[src/rtl/rotary_quad_decoder.sv]
// Rotary encoder quadrature decoder: synchronize, debounce, and decode detents into event pulses.
// Optional detent position counter enabled by defining ROTARY_POSITION_EN.
module rotary_quad_decoder #(
    parameter int unsigned FILTER_CYCLES = 4
) (
    input  logic       clk,
    input  logic       reset,
    input  logic       rotary_a,
    input  logic       rotary_b,
    output logic       rotary_event,
    output logic       rotary_left,
    output logic       rotary_error,
    output logic [7:0] position
);

    typedef enum logic {
        StLoad,
        StTrack
    } state_t;

    localparam logic [3:0]        CntMax = 4'(FILTER_CYCLES - 1);
    localparam logic signed [3:0] AccMax = 4'sd4;
    localparam logic signed [3:0] AccMin = -4'sd4;

    state_t            r_state;
    state_t            w_state_next;
    logic        [1:0] r_sync_a;
    logic        [1:0] r_sync_b;
    logic        [1:0] r_fill;
    logic              r_filt_a;
    logic              r_filt_b;
    logic        [3:0] r_cnt_a;
    logic        [3:0] r_cnt_b;
    logic        [1:0] r_q_prev;
    logic signed [3:0] r_acc;
    logic              r_event;
    logic              r_error;
    logic              r_left;

    logic              w_sa;
    logic              w_sb;
    logic              w_copy;
    logic              w_filt_a_d;
    logic              w_filt_b_d;
    logic        [3:0] w_cnt_a_d;
    logic        [3:0] w_cnt_b_d;
    logic        [1:0] w_q;
    logic        [1:0] w_q_prev_d;
    logic        [1:0] w_q_succ;
    logic              w_right;
    logic signed [3:0] w_acc_step;
    logic signed [3:0] w_acc_d;
    logic              w_event_d;
    logic              w_error_d;
    logic              w_left_d;

    assign w_sa = r_sync_a[1];
    assign w_sb = r_sync_b[1];
    assign w_q  = {r_filt_a, r_filt_b};

    // Filtered bits follow the synchronizers directly in LOAD and while the
    // synchronizers are still flushing their reset value, so the encoder's
    // resting position after reset is adopted without a spurious transition.
    always_comb begin
        w_state_next = r_state;
        w_copy       = 1'b0;
        unique case (r_state)
            StLoad: begin
                w_state_next = StTrack;
                w_copy       = 1'b1;
            end
            StTrack: begin
                w_state_next = StTrack;
                w_copy       = (r_fill != 2'd3);
            end
        endcase
    end

    always_comb begin
        w_filt_a_d = r_filt_a;
        w_filt_b_d = r_filt_b;
        w_cnt_a_d  = '0;
        w_cnt_b_d  = '0;
        if (w_copy) begin
            w_filt_a_d = w_sa;
            w_filt_b_d = w_sb;
        end else begin
            if (w_sa != r_filt_a) begin
                if (r_cnt_a == CntMax) w_filt_a_d = w_sa;
                else                   w_cnt_a_d  = r_cnt_a + 4'd1;
            end
            if (w_sb != r_filt_b) begin
                if (r_cnt_b == CntMax) w_filt_b_d = w_sb;
                else                   w_cnt_b_d  = r_cnt_b + 4'd1;
            end
        end
    end

    // Right-hand successor in the Gray sequence 00 -> 01 -> 11 -> 10 -> 00.
    always_comb begin
        w_q_succ = 2'b00;
        unique case (r_q_prev)
            2'b00: w_q_succ = 2'b01;
            2'b01: w_q_succ = 2'b11;
            2'b11: w_q_succ = 2'b10;
            2'b10: w_q_succ = 2'b00;
        endcase
    end

    assign w_right = (w_q == w_q_succ);

    always_comb begin
        w_acc_step = r_acc;
        if (w_right) w_acc_step = (r_acc == AccMax) ? AccMax : r_acc + 4'sd1;
        else         w_acc_step = (r_acc == AccMin) ? AccMin : r_acc - 4'sd1;
    end

    always_comb begin
        w_acc_d    = r_acc;
        w_event_d  = 1'b0;
        w_error_d  = 1'b0;
        w_left_d   = r_left;
        w_q_prev_d = w_copy ? {w_sa, w_sb} : w_q;
        if (!w_copy && (w_q != r_q_prev)) begin
            if (&(w_q ^ r_q_prev)) begin
                w_error_d = 1'b1;
                w_acc_d   = '0;
            end else if (w_q == 2'b00) begin
                w_acc_d = '0;
                if (w_acc_step == AccMax) begin
                    w_event_d = 1'b1;
                    w_left_d  = 1'b0;
                end else if (w_acc_step == AccMin) begin
                    w_event_d = 1'b1;
                    w_left_d  = 1'b1;
                end
            end else begin
                w_acc_d = w_acc_step;
            end
        end
    end

    always_ff @(posedge clk or negedge reset) begin
        if (!reset) begin
            r_state  <= StLoad;
            r_sync_a <= '0;
            r_sync_b <= '0;
            r_fill   <= '0;
            r_filt_a <= 1'b0;
            r_filt_b <= 1'b0;
            r_cnt_a  <= '0;
            r_cnt_b  <= '0;
            r_q_prev <= '0;
            r_acc    <= '0;
            r_event  <= 1'b0;
            r_error  <= 1'b0;
            r_left   <= 1'b0;
        end else begin
            r_state  <= w_state_next;
            r_sync_a <= {r_sync_a[0], rotary_a};
            r_sync_b <= {r_sync_b[0], rotary_b};
            if (r_fill != 2'd3) r_fill <= r_fill + 2'd1;
            r_filt_a <= w_filt_a_d;
            r_filt_b <= w_filt_b_d;
            r_cnt_a  <= w_cnt_a_d;
            r_cnt_b  <= w_cnt_b_d;
            r_q_prev <= w_q_prev_d;
            r_acc    <= w_acc_d;
            r_event  <= w_event_d;
            r_error  <= w_error_d;
            r_left   <= w_left_d;
        end
    end

    assign rotary_event = r_event;
    assign rotary_error = r_error;
    assign rotary_left  = r_left;

`ifdef ROTARY_POSITION_EN
    logic [7:0] r_pos;

    always_ff @(posedge clk or negedge reset) begin
        if (!reset) begin
            r_pos <= 8'h00;
        end else if (w_event_d) begin
            r_pos <= w_left_d ? r_pos - 8'd1 : r_pos + 8'd1;
        end
    end

    assign position = r_pos;
`else
    assign position = 8'h00;
`endif

endmodule

[config.mk]
export PLATFORM = sky130hd
export DESIGN_NAME = rotary_quad_decoder
export DESIGN_NICKNAME = d
export VERILOG_FILES = /design/src/rtl/rotary_quad_decoder.sv
export SDC_FILE = /design/constraint.sdc
export NUM_CORES = 1
export LEC_CHECK = 0
export ABC_AREA = 1
export BUFFER_PORTS_ARGS = -buffer_cell sky130_fd_sc_hd__buf_2
export CAP_MARGIN = 10
export CORE_UTILIZATION = 40
export DETAILED_ROUTE_END_ITERATION = 12
export PLACE_DENSITY = 0.59
export SLEW_MARGIN = 20
export SYNTH_ARGS = -nofsm -noshare
export SYNTH_HDL_FRONTEND = slang
export SYNTH_SLANG_ARGS = --single-unit
[constraint.sdc]
create_clock -name clk -period 1.4 [get_ports clk]
set_input_delay 0.42 -clock clk [delete_from_list [all_inputs] [get_ports clk]]
set_output_delay 0.42 -clock clk [all_outputs]
set_load 0.01 [all_outputs]
==> results of run 1 <==
==> registers in the layout, indices dropped and copies added, names as in the netlist <==
register / cells
r_acc: 4
r_cnt_a: 4
r_cnt_b: 4
r_fill: 2
r_q_prev: 2
r_sync_a: 2
r_sync_b: 2
r_filt_a: 1
r_filt_b: 1
r_state: 1
rotary_error: 1
rotary_event: 1
rotary_left: 1
==> area by class of cell <==
cell class / count / area (µm²)
flip-flops and latches: 26 / 652
multi-input cells: 128 / 688
repair buffers: 13 / 82.6
inverters: 16 / 60.1
clock buffers: 3 / 22.5
clock inverters: 1 / 30.0
fillers: 354 / 1770
well taps: 46 / 57.6
==> per-layer routing <==
metal / global-route usage / part of all wire / up-vias
met1: 0.174 / 0.43 / 503
met3: 0.0273 / 0.022 / 6
met2: 0.304 / 0.53 / 19
met5: 0 / 0 / -
met4: 0.0519 / 0.012 / 0
li1: - / - / 547
==> path summary, 6_finish.rpt <==
path                                            to  slack (ns)
setup reg to reg           rotary_left$_DFFE_PN0P_      -0.009
setup / recovery           rotary_left$_DFFE_PN0P_      -0.009
max in group asynchronous     r_filt_a$_DFFE_PN0P_        0.94
min in group clk             r_sync_a[0]$_DFF_PN0_        0.19
hold reg to reg              r_sync_a[1]$_DFF_PN0_        0.37
hold / removal               r_sync_a[1]$_DFF_PN0_        0.06
==> critical path, stage by stage, from the launching register on <==
cell and delay (ns):
sky130_fd_sc_hd__dfrtp_1 0.43, sky130_fd_sc_hd__inv_2 0.10, sky130_fd_sc_hd__ha_4 0.16, sky130_fd_sc_hd__nand2_4 0.07
sky130_fd_sc_hd__nor2_1 0.10, sky130_fd_sc_hd__nor2_1 0.05, sky130_fd_sc_hd__nand2_1 0.08, sky130_fd_sc_hd__nand2_2 0.08
sky130_fd_sc_hd__nor2_4 0.09, sky130_fd_sc_hd__nand2_2 0.06, sky130_fd_sc_hd__nand2_1 0.05, sky130_fd_sc_hd__nand2_1 0.04
==> power breakdown <==
group	internal, µW	total (µW)	switching, µW
logic	419	1020	604
registers	850	970	120
clock network	290	512	223
total	1560	2500	947
==> metrics by stage <==
| step | utilization | TNS, ns | cells | instance area [µm²] | total power [µW] |
|---|---|---|---|---|---|
| after floorplan | - | 0 | 179 | 1450 | 1660 |
| after global placement | 0.447 | -0.00400 | 227 | 1500 | 1860 |
| after detailed placement | 0.447 | -0.0388 | 227 | 1500 | 1900 |
| after CTS | 0.469 | -0.0246 | 233 | 1580 | 2490 |
| after global routing | 0.474 | -0.679 | 233 | 1590 | 2720 |
| final | 0.474 | -0.00946 | 233 | 1590 | 2500 |
==> cell usage in the layout (no fill, tap or decap), types with 6 or more instances in the layout <==
cell type,instances
sky130_fd_sc_hd__inv_1,9
sky130_fd_sc_hd__nand2_2,7
sky130_fd_sc_hd__nand2_1,50
sky130_fd_sc_hd__nor2_1,20
sky130_fd_sc_hd__o21ai_0,6
sky130_fd_sc_hd__nand3_1,7
sky130_fd_sc_hd__buf_2,6
sky130_fd_sc_hd__conb_1,9
sky130_fd_sc_hd__dfrtp_1,25
sky130_fd_sc_hd__buf_4,7
sky130_fd_sc_hd__inv_2,7
==> kinds of logic after synthesis <==
group | Yosys count
compound gates | 13
xor+xnor | 8
fa+ha+maj | 6
buf+inv | 25
flops | 26
mux | 1
other cells | 2
simple gates | 91
==> what timing repair did <==
action,4_1_cts,5_1_grt
gates resized for setup,2,4
setup buffers,2,0
pin swaps,5,0
endpoints found under the setup margin,1,7
==> run_results.csv, run 1 <==
group,metric,value,unit
pwr,power.static_leakage,0.000819,µW
critical_path,critPathCaptureType,"flip-flop",
critical_path,critical_path.startpoint,"r_acc[1]$_DFFE_PN0P_",
synth,synth_compound_gate_area_share,0.0490,
die,die_width,61.3,µm
clock_network,clk_root_buffer_cell,"sky130_fd_sc_hd__clkbuf_4",
final_layout,drive_above_1_share,0.219,
global_route,grt_start_max_net_pins,27,
global_route,grt_pass1_vias,1048,
synth,synth_sequential_area_ratio,0.463,
critical_path,path_class,"reg2reg",
clock_network,clkLatencyLatePin,0.32,ns
synth,synth_enable_flop_cells,0,
clock_network,cts-hold-fix-buffers,0,
synth,synth_most_common_cell,"sky130_fd_sc_hd__nand2_1",
synth,synth.ff_latch_count,26,
flow_run,cap_viol_max_count,0,
run_status,status,"finished, violations left",
worst_hold_path,worstHoldPathType,"in2async",
synth,synthTopCellsByCount,"sky130_fd_sc_hd__nand2_1 (51), sky130_fd_sc_hd__dfrtp_1 (26), sky130_fd_sc_hd__nor2_1 (21), sky130_fd_sc_hd__inv_1 (11), sky130_fd_sc_hd__buf_4 (8)",
clock_network,cts_inserted_buffers,3,
die,die_h,61.3,µm
timing,period_needed,1.41,ns
global_route,track_usage,0.158,
critical_path,cp_data_arrival_time,1.64,ns
synth,synthFlopType,"sky130_fd_sc_hd__dfrtp_1",
routing,avgViaCountPerCell,4.61,
global_route,grt_overflow,0,
routing,vias,1075,
final_layout,area_delta_synth_final,13.4,%
synth,post_synth_main_area_contributors,"sky130_fd_sc_hd__dfrtp_1 (46%), sky130_fd_sc_hd__nand2_1 (14%), sky130_fd_sc_hd__nor2_1 (5.6%), sky130_fd_sc_hd__ha_1 (5.3%), sky130_fd_sc_hd__buf_4 (4.3%)",
die,fp.dieArea,3750,µm²
timing,max_freq,0.709,GHz
die,coreArea,3360,µm²
clock_network,cts.path.max_buffers,2,
timing,final.period_utilization,1.01,
clock_network,path_clk_slew,0.14,ns
synth,asyncSetResetFlopFracSynth,1.00,
clock_network,clock_sink_count,26,
timing,slew_viol_final,0,
synth,syn-cell-area,1410,µm²
pwr,vdd.ir_drop.worst,559,µV
timing,finalClockSkew,0.00542,ns
final_layout,insertedDiodeCount,0,
routing,drtIter0Drc,20,
die,design.portCount,15,
run_status,failed_checks,"negative setup slack",
routing,dr.pass1.iters,5,
synth,number_of_warnings_printed_during_yosys_synthesis,0,
synth,synth_top_family_by_area,"simple AND/OR/NAND/NOR gates",
timing,finalSetupViolCount,1,
synth,yosys.cell_types.count,21,
pwr,cellPowerDensity,1570,nW/µm²
synth,synthSimpleGateAreaFrac,0.278,
synth,synth.top_cell.area_share,0.463,
placement,preCtsSetupSlack,-0.0388,ns
synth,synth.mux.area_fraction,0.00801,
clock_network,depth_of_the_cts_h_tree,1,
routing,remaining_drcs,0,
die,fp-row-count,21,
critical_path,reg2reg_depth,11,
timing,maxSlewHeadroom,0.626,
placement,dp_hpwl,1970,µm
critical_path,reg2reg_launch_point,"r_acc[1]$_DFFE_PN0P_",
placement,port-buffer-count,6,
synth,synth_top_area_cell,"sky130_fd_sc_hd__dfrtp_1",
timing,tightest_slew,0.560,ns
timing,timing.hold.ws,0.0606,ns
timing,grt_setup_unrepaired,"yes",
routing,route.final.wire_length,2520,µm
clock_network,tritoncts,"built",
placement,routabilityCongestion,0.813,
global_route,initial_antenna_violation_count,0,
final_layout,num-nets-final,198,
critical_path,start_kind,"flip-flop",
routing,detail-route-antenna-nets,0,
die,initial_utilization,0.418,
timing,hold_violations,0,
synth,synth_fa_ha_area_frac,0.0534,
timing,post-route-worst-setup-slack,-0.00946,ns
critical_path,critical_path.max_fanout,4,
global_route,global_route_wire_length_before_repair,4360,µm
synth,synthesis.instances,172,
routing,routedWlPerCell,10.8,µm
synth,synth_xor_area_frac,0.0499,
critical_path,worst_path_required_time,1.63,ns
synth,syn_area_per_cell,8.17,µm²
No activity file was read; power rests on OpenSTA's default activity.
==> run 2, diff against run 1 <==
--- a/config.mk
+++ b/config.mk
@@ -10,6 +10,7 @@
 export CAP_MARGIN = 10
 export CORE_UTILIZATION = 40
 export DETAILED_ROUTE_END_ITERATION = 12
+export MAX_ROUTING_LAYER = met4
 export PLACE_DENSITY = 0.59
 export SLEW_MARGIN = 20
 export SYNTH_ARGS = -nofsm -noshare
==> run 2 against run 1 <==
The flow still finishes with violations (negative setup slack). Die area is the same. Flip-flop and latch count did not move. Utilization unchanged. Sequential share of layout area did not move. Power hardly changed. Critical path depth stayed put. Non-clock buffer count is the same. Design area unchanged. Clock power barely moved. Clock skew about the same.
==> run_results.csv, run 2 (same netlist as run 1, synthesis figures left out) <==
group,metric,value,unit
run_status,status,"finished, violations left",
run_status,failed_checks,"negative setup slack",
critical_path,reg2reg_depth,11,
routing,avgViaCountPerCell,4.61,
timing,hold_violations,0,
pwr,vdd.ir_drop.worst,558,µV
final_layout,top_registers,"r_acc (4), r_cnt_a (4), r_cnt_b (4)",
global_route,grt_pass1_vias,1048,
placement,post_dp_cell_area,1500,µm²
routing,drtIter0Drc,24,
placement,place.detailed.instances,227,
pwr,p_int,1560,µW
pwr,power.static_leakage,0.000819,µW
timing,timing.hold.ws,0.0625,ns
final_layout,finalInstanceArea,1590,µm²
final_layout,insertedDiodeCount,0,
final_layout,num-nets-final,198,
die,fp-row-count,21,
critical_path,r2r_setup_slack,-0.009,ns
routing,routedWlPerCell,10.8,µm
timing,tightest_slew,0.560,ns
timing,maxSlewHeadroom,0.626,
routing,dr.pass1.iters,4,
pwr,swShare,0.378,
critical_path,regToRegEndpoint,"rotary_left$_DFFE_PN0P_",
die,initial_utilization,0.418,
timing,grt_setup_unrepaired,"yes",
pwr,clock_power_share,0.204,
pwr,power.sequential.fraction,0.387,
final_layout,most_common_library_cell_in_the_layout_ignoring_fill_and_taps,"sky130_fd_sc_hd__nand2_1",
routing,vias,1073,
clock_network,cts.path.max_buffers,2,
timing,max_freq,0.710,GHz
die,die_h,61.3,µm
clock_network,path_clk_slew,0.14,ns
pwr,switchingPower,946,µW
routing,route.final.wire_length,2510,µm
flow_run,cap_viol_max_count,0,
critical_path,critPathCaptureType,"flip-flop",
final_layout,drive_above_1_share,0.219,
critical_path,path_class,"reg2reg",
final_layout,fillerInstances,354,
critical_path,worst_path_required_time,1.63,ns
global_route,grt_overflow,0,
placement,dp_hpwl,1970,µm
placement,routabilityCongestion,0.825,
critical_path,timing.critical_path.to,"rotary_left$_DFFE_PN0P_",
final_layout,layout.cells.most_common_list,"sky130_fd_sc_hd__nand2_1 (50), sky130_fd_sc_hd__dfrtp_1 (25), sky130_fd_sc_hd__nor2_1 (20), sky130_fd_sc_hd__inv_1 (9), sky130_fd_sc_hd__conb_1 (9)",
clock_network,clkLatencyLatePin,0.32,ns
routing,detail-route-antenna-nets,0,
global_route,initial_antenna_violation_count,0,
clock_network,clk_root_buffer_cell,"sky130_fd_sc_hd__clkbuf_4",
die,fp.dieArea,3750,µm²
die,design.portCount,15,
pwr,total_power,2500,µW
timing,finalClockSkew,0.00514,ns
worst_hold_path,worstHoldPathType,"in2async",
pwr,cellPowerDensity,1570,nW/µm²
critical_path,critical_path.max_fanout,4,
timing,finalSetupViolCount,1,
timing,slew_viol_final,0,
routing,remaining_drcs,0,
global_route,global_route_wire_length_before_repair,4370,µm
final_layout,final_cells,233,
clock_network,clock_sink_count,26,
timing,period_needed,1.41,ns
final_layout,area_delta_synth_final,13.4,%
global_route,track_usage,0.163,
timing,post-route-worst-setup-slack,-0.00909,ns
critical_path,reg2reg_launch_point,"r_acc[1]$_DFFE_PN0P_",
die,die_width,61.3,µm
critical_path,cp_data_arrival_time,1.64,ns
timing,final.period_utilization,1.01,
clock_network,cts_inserted_buffers,3,
critical_path,start_kind,"flip-flop",
clock_network,depth_of_the_cts_h_tree,1,
critical_path,critical_path.startpoint,"r_acc[1]$_DFFE_PN0P_",
clock_network,tritoncts,"built",
timing,timing.setup.tns,-0.00909,ns
die,coreArea,3360,µm²
placement,port-buffer-count,6,
pwr,comb_power_share,0.409,
global_route,grt_start_max_net_pins,27,
==> run 2: critical path, stage by stage (launching register included) <==
cell and delay [ns]:
sky130_fd_sc_hd__dfrtp_1 0.43, sky130_fd_sc_hd__inv_2 0.10, sky130_fd_sc_hd__ha_4 0.16, sky130_fd_sc_hd__nand2_4 0.07, sky130_fd_sc_hd__nor2_1 0.10, sky130_fd_sc_hd__nor2_1 0.05, sky130_fd_sc_hd__nand2_1 0.08, sky130_fd_sc_hd__nand2_2 0.08
sky130_fd_sc_hd__nor2_4 0.09, sky130_fd_sc_hd__nand2_2 0.06, sky130_fd_sc_hd__nand2_1 0.05, sky130_fd_sc_hd__nand2_1 0.04
==> run 2: worst min path at each step <==
stage	start	to	slack [ns]	cells past startpoint
floorplan	reset	r_acc[0]$_DFFE_PN0P_	0.12	0
global route	reset	r_sync_a[0]$_DFF_PN0_	0.09	1
global placement	r_sync_a[0]$_DFF_PN0_	r_sync_a[1]$_DFF_PN0_	0.34	0
CTS	reset	r_sync_a[1]$_DFF_PN0_	0.08	1
detailed placement	r_sync_b[0]$_DFF_PN0_	r_sync_b[1]$_DFF_PN0_	0.34	0
finish	reset	r_sync_a[1]$_DFF_PN0_	0.06	1
==> run 2: cell type report <==
type                       count  area (µm²)  area share
multi-input combinational    128         688       0.432
sequential                    26         652       0.409
timing repair buffer          13        82.6      0.0518
inverter                      16        60.1      0.0377
tap                           46        57.6      0.0361
clock inverter                 1        30.0      0.0189
clock buffer                   3        22.5      0.0141
==> run 2: repair_timing <==
action,CTS,global route
hold buffers,0,0
pin swaps,5,0
setup buffers,2,0
setup endpoints to repair,1,7
endpoints found under the hold margin,0,0
resized for setup,2,4
==> run 2: through the flow <==
stage          setup WS, ns  utilization
2_1_floorplan        0.0140            -
3_3_place_gp       -0.00400        0.447
3_5_place_dp        -0.0388        0.447
4_1_cts             -0.0246        0.469
5_1_grt              -0.143        0.474
6_report           -0.00909        0.474
==> run 2: layer usage <==
metal,up-vias,track usage,wire length [µm]
li1,547,-,-
met1,503,0.174,1090
met2,19,0.304,1350
met3,4,0.0273,50
met4,0,0.0519,23
met5,-,-,0
==> run 2: power groups by stage <==
stage	clock network, µW	registers [µW]	logic, µW
final	511	970	1020
after global routing	552	985	1180
after CTS	524	962	1010
after detailed placement	0	973	923
after global placement	0	965	897
after floorplan	0	957	706
==> run 3, diff against run 2 <==
--- a/config.mk
+++ b/config.mk
@@ -5,7 +5,6 @@
 export SDC_FILE = /design/constraint.sdc
 export NUM_CORES = 1
 export LEC_CHECK = 0
-export ABC_AREA = 1
 export BUFFER_PORTS_ARGS = -buffer_cell sky130_fd_sc_hd__buf_2
 export CAP_MARGIN = 10
 export CORE_UTILIZATION = 40
==> run 3 against run 2 <==
The run still ends with negative setup slack left. Sequential share of layout area down 3.7 points. Wire length down 0.44%. First-iteration DRC count up 17%. Die area down 1.2%. Non-clock buffer count up 18. Via count down 5.2%. Design area up 11%. Utilization up 5.5 points. Cell count down 11%. Synthesized area down 1.2%. Power down 1.1%. Flip-flop and latch count unchanged. Largest cell class unchanged.
==> run_results.csv, run 3 <==
group,metric,value,unit
run_status,status,"finished, violations left",
run_status,failed_checks,"negative setup slack",
final_layout,area_taken_by_multi_input_logic_gates,785,µm²
global_route,grt_start_max_net_pins,27,
clock_network,clock_sink_count,26,
routing,vias,1017,
worst_hold_path,worstHoldPathType,"in2async",
final_layout,num-nets-final,172,
global_route,grt_overflow,0,
final_layout,most_common_library_cell_in_the_layout_ignoring_fill_and_taps,"sky130_fd_sc_hd__buf_4",
clock_network,tritoncts,"built",
timing,max_freq,0.623,GHz
routing,dr.pass1.iters,3,
critical_path,critical_path.startpoint,"r_q_prev[1]$_DFF_PN0_",
synth,yosys.cell_types.count,35,
synth,synth_sequential_area_ratio,0.469,
clock_network,clk_root_buffer_cell,"sky130_fd_sc_hd__clkbuf_4",
final_layout,insertedDiodeCount,0,
synth,synth_top_area_cell,"sky130_fd_sc_hd__dfrtp_1",
global_route,track_usage,0.158,
die,coreArea,3340,µm²
synth,synthFlopType,"sky130_fd_sc_hd__dfrtp_1",
synth,number_of_warnings_printed_during_yosys_synthesis,0,
final_layout,area.sequential,657,µm²
pwr,vdd.ir_drop.worst,482,µV
timing,finalClockSkew,0.00706,ns
timing,finalSetupViolCount,6,
clock_network,cts-hold-fix-buffers,0,
die,initial_utilization,0.416,
die,die_h,60.9,µm
timing,hold_violations,0,
pwr,clock_power_share,0.133,
clock_network,cts_inserted_buffers,3,
synth,syn-cell-area,1390,µm²
pwr,power.sequential.fraction,0.381,
global_route,global_route_wire_length_before_repair,4140,µm
die,fp.dieArea,3710,µm²
timing,maxSlewHeadroom,0.620,
synth,syn_area_per_cell,10.7,µm²
timing,grt_setup_unrepaired,"yes",
global_route,grt_busiest_layer,"met2",
final_layout,utilization,0.529,
timing,slew_viol_final,0,
global_route,gr-usage-met1,0.167,
pwr,cellPowerDensity,1400,nW/µm²
final_layout,area_delta_synth_final,27.2,%
routing,route.final.wire_length,2500,µm
routing,detail-route-antenna-nets,0,
synth,synthesis.instances,130,
routing,drtIter0Drc,28,
critical_path,path_class,"reg2reg",
pwr,comb_power_share,0.487,
pwr,power.static_leakage,0.000802,µW
critical_path,critical_path.max_fanout,3,
synth,post_synth_main_area_contributors,"sky130_fd_sc_hd__dfrtp_1 (47%), sky130_fd_sc_hd__ha_1 (5.4%), sky130_fd_sc_hd__xor2_1 (4.4%), sky130_fd_sc_hd__buf_4 (4.3%), sky130_fd_sc_hd__mux2_2 (4.1%)",
routing,remaining_drcs,0,
placement,port-buffer-count,6,
die,die_width,60.9,µm
pwr,swShare,0.349,
routing,avgViaCountPerCell,4.91,
placement,dp_hpwl,1860,µm
global_route,groute.layer.met3.usage,0.0235,
die,design.portCount,15,
global_route,initial_antenna_violation_count,0,
synth,synth.ff_latch_count,26,
synth,synth_most_common_cell,"sky130_fd_sc_hd__dfrtp_1",
pwr,switchingPower,864,µW
critical_path,cp_data_arrival_time,1.86,ns
timing,tightest_slew,0.570,ns
critical_path,reg2reg_launch_point,"r_q_prev[1]$_DFF_PN0_",
clock_network,cts.path.max_buffers,2,
final_layout,top_registers,"r_acc (4), r_cnt_a (4), r_cnt_b (4)",
synth,synth_enable_flop_cells,0,
final_layout,drive_above_1_share,0.435,
synth,asyncSetResetFlopFracSynth,1.00,
global_route,grt_pass1_vias,981,
timing,final.period_utilization,1.15,
die,fp-row-count,21,
clock_network,clkLatencyLatePin,0.32,ns
final_layout,fillerInstances,312,
global_route,met2_track_utilization_from_global_routing,0.286,
timing,period_needed,1.61,ns
final_layout,layout.cells.most_common_list,"sky130_fd_sc_hd__buf_4 (24), sky130_fd_sc_hd__dfrtp_1 (21), sky130_fd_sc_hd__nor2_1 (10), sky130_fd_sc_hd__conb_1 (9), sky130_fd_sc_hd__nand3_1 (7)",
clock_network,path_clk_slew,0.14,ns
synth,synthTopCellsByCount,"sky130_fd_sc_hd__dfrtp_1 (26), sky130_fd_sc_hd__nor2_1 (12), sky130_fd_sc_hd__buf_4 (8), sky130_fd_sc_hd__nand3_1 (7), sky130_fd_sc_hd__xor2_1 (7)",
placement,routabilityCongestion,0.823,
critical_path,start_kind,"flip-flop",
synth,synth.top_cell.area_share,0.469,
clock_network,depth_of_the_cts_h_tree,1,
critical_path,critPathCaptureType,"flip-flop",
pwr,p_int,1610,µW
critical_path,worst_path_required_time,1.65,ns
pwr,total_power,2480,µW
timing,post-route-worst-setup-slack,-0.206,ns
flow_run,cap_viol_max_count,0,
routing,routedWlPerCell,12.1,µm
==> run 3: cell count changes after synthesis, moves of 4 or more <==
cell,delta
sky130_fd_sc_hd__nand2_1,-45
sky130_fd_sc_hd__inv_1,-6
sky130_fd_sc_hd__nor3_1,+5
sky130_fd_sc_hd__nand2_2,-6
sky130_fd_sc_hd__mux2_2,+4
sky130_fd_sc_hd__inv_2,-5
sky130_fd_sc_hd__nor2_1,-9
==> run 3: cells by family after synthesis <==
family	synth area share
other	0.00541
muxes	0.0586
and+or+nand+nor	0.176
buffers and inverters	0.0830
adders and majority gates	0.0541
DFF	0.469
AOI/OAI and AO/OA	0.0785
xor gates and xnor gates	0.0757
==> run 3: final cells by class <==
type / instances / share of cell area
tap: 46 / 0.0326
multi-input combinational: 95 / 0.444
timing repair buffer: 31 / 0.125
clock buffer: 4 / 0.0149
sequential: 26 / 0.372
inverter: 5 / 0.0106
==> run 3: power by group through the flow <==
stage	Combinational (µW)	Sequential, µW	Clock (µW)
6_report	1200	942	329
3_5_place_dp	1000	956	0
3_3_place_gp	978	949	0
4_1_cts	1050	943	345
5_1_grt	1300	956	374
2_1_floorplan	667	944	0
==> run 3: routing by layer <==
metal  vias to the layer above  share of wire
met5                         -              0
met4                         0          0.026
met3                         8          0.019
met2                        19           0.54
met1                       503           0.41
li1                        487              -
==> run 3: what timing repair did <==
action,in CTS,in global routing
resized for setup,8,13
setup endpoints to repair,6,8
pin swaps,2,8
buffers inserted,1,5
==> run 3: final timing paths <==
check / depth (start not counted) / endpoint / slack, ns
hold reg to reg: 0 / r_sync_b[1]$_DFF_PN0_ / 0.37
setup reg to reg: 5 / rotary_left$_DFFE_PN0P_ / -0.21
min in group clk: 1 / r_sync_a[0]$_DFF_PN0_ / 0.19
setup / recovery: 5 / rotary_left$_DFFE_PN0P_ / -0.21
hold / removal: 1 / r_sync_a[1]$_DFF_PN0_ / 0.07
max in group asynchronous: 1 / r_q_prev[0]$_DFF_PN0_ / 0.92
==> run 3: through the flow <==
step / setup TNS, ns / std cells / worst slack, ns / hold WS, ns / instance area, µm²
2_1_floorplan: -0.390 / 137 / -0.191 / 0.124 / 1480
3_3_place_gp: -0.401 / 197 / -0.152 / 0.334 / 1610
3_5_place_dp: -0.688 / 197 / -0.186 / 0.339 / 1610
4_1_cts: -0.723 / 202 / -0.202 / 0.0801 / 1680
5_1_grt: -0.977 / 207 / -0.262 / 0.103 / 1770
6_report: -0.634 / 207 / -0.206 / 0.0686 / 1770
==> run 3: critical path: stages (launching register included) <==
cell and delay, ns:
sky130_fd_sc_hd__dfrtp_2 0.48, sky130_fd_sc_hd__xor2_1 0.24, sky130_fd_sc_hd__nor4b_1 0.30, sky130_fd_sc_hd__buf_4 0.17
sky130_fd_sc_hd__o221a_4 0.17, sky130_fd_sc_hd__mux2i_1 0.17
